**src/rtl/sram_access_seq.sv**
```systemverilog
// Request/handshake sequencer driving the 1Mx16 SRAM strobes with programmable wait states.
// Define MMIO_EN to map word address 0xFFFF onto Switches (read) and Hex_Out (write).
module sram_access_seq #(
  parameter int unsigned RD_WAIT = 2,
  parameter int unsigned WR_WAIT = 2
) (
  input  logic        Clk,
  input  logic        Reset,
  input  logic        Req,
  input  logic        Wr,
  input  logic [15:0] Addr,
  input  logic [15:0] Wdata,
  output logic [15:0] Rdata,
  output logic        Done,
  output logic        Busy,
  input  logic [15:0] Data_from_SRAM,
  output logic [15:0] Data_to_SRAM,
  output logic        Data_OE,
  output logic [19:0] ADDR,
  output logic        CE,
  output logic        OE,
  output logic        WE,
  output logic        UB,
  output logic        LB,
  input  logic [15:0] Switches,
  output logic [15:0] Hex_Out
);

  typedef enum logic [2:0] {
    StIdle,
    StSetup,
    StRdStb,
    StWrStb,
    StWrHold,
    StDone
  } state_e;

  state_e      state_q, state_d;
  logic [3:0]  cnt_q, cnt_d;
  logic        wr_q;
  logic [15:0] addr_q;
  logic [15:0] wdata_q;
  logic [15:0] rdata_q;
  logic        access;
  logic        oe_n;
  logic        we_n;
  logic        capture;
  logic        mmio_hit;
  logic [15:0] rd_src;

`ifdef MMIO_EN
  logic [15:0] hex_q;

  assign mmio_hit = (addr_q == 16'hFFFF);
  assign rd_src   = mmio_hit ? Switches : Data_from_SRAM;

  always_ff @(posedge Clk) begin
    if (Reset) begin
      hex_q <= 16'h0000;
    end else if (state_q == StWrHold && mmio_hit) begin
      hex_q <= wdata_q;
    end
  end

  assign Hex_Out = hex_q;
`else
  logic unused_switches;

  assign mmio_hit        = 1'b0;
  assign rd_src          = Data_from_SRAM;
  assign Hex_Out         = 16'h0000;
  assign unused_switches = ^Switches;
`endif

  assign capture = (state_q == StRdStb) && (cnt_q == 4'd0);

  always_ff @(posedge Clk) begin
    if (Reset) begin
      state_q <= StIdle;
      cnt_q   <= 4'd0;
      wr_q    <= 1'b0;
      addr_q  <= 16'h0000;
      wdata_q <= 16'h0000;
      rdata_q <= 16'h0000;
    end else begin
      state_q <= state_d;
      cnt_q   <= cnt_d;
      // Request fields are frozen at acceptance; later input changes are ignored.
      if (state_q == StIdle && Req) begin
        wr_q    <= Wr;
        addr_q  <= Addr;
        wdata_q <= Wdata;
      end
      if (capture) begin
        rdata_q <= rd_src;
      end
    end
  end

  always_comb begin
    state_d = state_q;
    cnt_d   = cnt_q;
    access  = 1'b0;
    oe_n    = 1'b1;
    we_n    = 1'b1;
    Data_OE = 1'b0;
    Done    = 1'b0;
    unique case (state_q)
      StIdle: begin
        if (Req) begin
          state_d = StSetup;
        end
      end
      StSetup: begin
        access = 1'b1;
        if (wr_q) begin
          Data_OE = 1'b1;
          state_d = StWrStb;
          cnt_d   = 4'(WR_WAIT - 1);
        end else begin
          oe_n    = 1'b0;
          state_d = StRdStb;
          cnt_d   = 4'(RD_WAIT - 1);
        end
      end
      StRdStb: begin
        access = 1'b1;
        oe_n   = 1'b0;
        if (cnt_q == 4'd0) begin
          state_d = StDone;
        end else begin
          cnt_d = cnt_q - 4'd1;
        end
      end
      StWrStb: begin
        access  = 1'b1;
        we_n    = 1'b0;
        Data_OE = 1'b1;
        if (cnt_q == 4'd0) begin
          state_d = StWrHold;
        end else begin
          cnt_d = cnt_q - 4'd1;
        end
      end
      StWrHold: begin
        // WE already high, bus still driven to give the SRAM data hold time.
        access  = 1'b1;
        Data_OE = 1'b1;
        state_d = StDone;
      end
      StDone: begin
        Done    = 1'b1;
        state_d = StIdle;
      end
      default: begin
        state_d = StIdle;
      end
    endcase
  end

  assign CE           = ~(access & ~mmio_hit);
  assign UB           = CE;
  assign LB           = CE;
  assign OE           = oe_n;
  assign WE           = we_n;
  assign Busy         = (state_q != StIdle);
  assign Rdata        = rdata_q;
  assign ADDR         = {4'b0000, addr_q};
  assign Data_to_SRAM = wdata_q;

endmodule

```
**config.mk**
```make
export PLATFORM = sky130hd
export DESIGN_NAME = sram_access_seq
export DESIGN_NICKNAME = d
export VERILOG_FILES = /design/src/rtl/sram_access_seq.sv
export SDC_FILE = /design/constraint.sdc
export NUM_CORES = 1
export LEC_CHECK = 0
export ABC_AREA = 1
export CAP_MARGIN = 20
export CORE_ASPECT_RATIO = 1.4
export CORE_UTILIZATION = 40
export DETAILED_ROUTE_END_ITERATION = 10
export PLACE_DENSITY = 0.84
export SETUP_SLACK_MARGIN = 0.2
export SLEW_MARGIN = 40
export SYNTH_ARGS = -nofsm -noshare
export SYNTH_HDL_FRONTEND = slang
export SYNTH_SLANG_ARGS = --single-unit
```
**constraint.sdc**
```tcl
create_clock -name Clk -period 4.3 [get_ports Clk]
set_clock_uncertainty 0.2 [all_clocks]
set_input_delay 0.86 -clock Clk [delete_from_list [all_inputs] [get_ports Clk]]
set_output_delay 0.86 -clock Clk [all_outputs]
set_load 0.01 [all_outputs]
```
==> flow_summary.toml <==
[status]
status = "complete, no violations"

[critical_path]
timing.reg2reg.setup_slack_ps = 2410
crit_path_start_kind = "flop"
worst-r2r-cell-count = 4
arrival_ps = 1900
critPathMaxStageDelay_ps = 560
cp_cell_sequence = "inv_1, nand2_1, nand2_1, nand2_1, o21a_1, clkdlybuf4s50_1"
path_max_fanout = 7
cp-end-kind = "primary output"
cp_slowest_cell = "clkdlybuf4s50_1"
timing.critical_path.mode_cell = "nand2_1"
critPathKind = "reg2out"
crit_end = "CE"
r2r-end = "Data_to_SRAM[0]$_SDFFE_PP0P_"
crit_required_ps = 3240
worstSetupStartpoint = "state_q[0]$_SDFFE_PP0P_"
r2r_start = "state_q[1]$_SDFFE_PP0P_"

[final_layout]
drive_above_1_share = 0.04369
nFillCells = 566
final_common_cell = "clkdlybuf4s50_1"
diodes = 0
final_cell_mix = "107 x clkdlybuf4s50_1, 56 x dfxtp_1, 46 x nor2_1, 45 x inv_1, 43 x o21ai_0"
layout.nets = 480
finalInstanceArea_um2 = 3475
syn_to_final_growth_pct = 43.51

[clocking]
ctsHoldBuffers = 0
clk_path_buf_depth = 2
clk-insertion-delay-late_ps = 300
cts_tree = "yes"
cts.sink_count = 56
path_clk_slew_ps = 90
clock-root-buffer = "clkbuf_8"
postCtsSetupBuffers = 0
cts_buffers = 5
cts_resized = 0
ctsHtreeMaxLevel = 2

[detailed_routing]
final_antenna_net_count = 0
drc = 0
drt_iter0_drc = 81
drt-wirelength-per-cell_um = 10.69
drt_pass1_iterations = 4
drt_wl_total_mm = 5.153
vias = 2168
avgViaCountPerCell = 4.498

[floorplanning]
start_util = 0.4129
dieArea_um2 = 6372
row_count = 33
chipHeight_um = 94.06
ioPinCount = 144
die_w_um = 67.75
coreArea_um2 = 5863

[timing]
min_period_ps = 2957
worst_pin_slew_ps = 611.6
grt_setup_unrepaired = "false"
setup_ws_ps = 1343
hold_viol_final = 0
totalNegativeSetupSlack_ps = 0
clock.fmax_mhz = 338.1
min_period_over_period = 0.6878
drv_slew = 0
maxSlewHeadroom = 0.5923
finalSetupViolCount = 0

[placement]
gp_congestion = 0.8512
pre_cts_ws_ps = 1612
place_area_um2 = 3378
post-dp-hpwl_mm = 3.817
port_buffers = 107

[flow_run]
max_cap_viol_count = 0

[global_route]
grt_use_total = 0.1633
grt_pass1_vias = 1986
grt_pass1_wl_mm = 8.086
grt_overflow_total = 0
grt_max_degree = 67
antenna_found_initial = 0

[synth]
synth.distinct_cells = 28
yosys_register_bits = 56
synth_area_um2 = 2421
ys_seq_area_frac = 0.4630
syn_area_per_cell_um2 = 7.710
synth_warnings = 0
synthCells = 314

[hold_path]
min_path_type = "reg2reg"

[pwr]
power_frac_seq = 0.378
p_per_area_nw_per_um2 = 589.8
p_int_uw = 1293
cellLeakagePower_uw = 0.001407
peakVddDrop_uv = 414.1
swShare = 0.3689
p_sw_uw = 756.0
combPwrFrac = 0.477
p_clk_frac = 0.145
==> synthesized netlist by cell type, drive strengths merged <==
master	instances	area (um2)
clkbuf	6	23.77
ha	1	12.51
nand4	1	6.260
conb	1	3.750
dfxtp	56	1121
nand2	21	96.34
nand3b	1	7.510
nand3	11	60.06
a21oi	33	165.2
nor2	48	190.2
o21a	1	7.510
o21ai	53	265.3
nor3	2	10.01
inv	48	187.7
buf	31	264.0
==> cells by family after synthesis <==
logic type | count (synthesis) | synth area share
DFF | 56 | 0.4631
AOI/OAI and AO/OA | 87 | 0.1809
other | 1 | 0.001549
adders and majority gates | 1 | 0.005167
and+or+nand+nor | 84 | 0.1530
buffers and inverters | 85 | 0.1964
==> flip-flops by register name, indices dropped and copies added (netlist names) <==
register      flops
wr_q              1
addr_q           16
Data_to_SRAM     16
Rdata            16
cnt_q             4
state_q           3
==> stage by stage <==
step | hold slack (ps) | instances | util | power (uW)
2_1_floorplan | 224.0 | 333 | - | 1387
3_3_place_gp | 231.1 | 474 | 0.5749 | 1733
3_5_place_dp | 234.5 | 474 | 0.5762 | 1772
4_1_cts | 249.6 | 482 | 0.5926 | 2077
5_1_grt | 264.2 | 482 | 0.5926 | 2218
6_report | 247.2 | 482 | 0.5926 | 2049
==> worst max-delay path, delay by kind of cell (launching register included) <==
kind	cells	cell delay (ps)
flip-flops	1	500
AND/OR/NAND/NOR	3	200
AO/OA/AOI/OAI	1	200
buffers and inverters	2	690
==> layer usage <==
metal  GRT usage  share of wire
met2      0.2987           0.50
met3     0.06796           0.11
met4     0.03191         0.0070
met1      0.1675           0.39
met5           0              0
==> how the worst min path moves through the flow <==
stage,from,end,slack (ps),cells past startpoint
2_1_floorplan,wr_q$_SDFFE_PP0P_,wr_q$_SDFFE_PP0P_,220,2
3_3_place_gp,Data_to_SRAM[1]$_SDFFE_PP0P_,Data_to_SRAM[1]$_SDFFE_PP0P_,230,2
3_5_place_dp,addr_q[1]$_SDFFE_PP0P_,addr_q[1]$_SDFFE_PP0P_,230,2
4_1_cts,addr_q[1]$_SDFFE_PP0P_,addr_q[1]$_SDFFE_PP0P_,250,2
5_1_grt,addr_q[1]$_SDFFE_PP0P_,addr_q[1]$_SDFFE_PP0P_,260,2
6_report,addr_q[10]$_SDFFE_PP0P_,addr_q[10]$_SDFFE_PP0P_,250,2
==> power groups by stage <==
stage / Sequential, uW / Combinational [uW] / Clock (uW)
global route: 799 / 1090 / 330
floorplan: 830 / 556 / 0
CTS: 776 / 991 / 310
finish: 774 / 978 / 297
detailed placement: 786 / 986 / 0
global placement: 776 / 957 / 0
==> area by class of cell <==
cell class | instances | area, um2 | area share
clock buffers | 6 | 82.58 | 0.02377
repair buffers | 108 | 1079 | 0.3104
multi-input cells | 192 | 903.4 | 0.2600
well taps | 70 | 87.58 | 0.02521
clock inverters | 2 | 13.76 | 0.003961
flip-flops and latches | 56 | 1121 | 0.3227
inverters | 48 | 187.7 | 0.05402
Power figures use the tool's default switching activity.
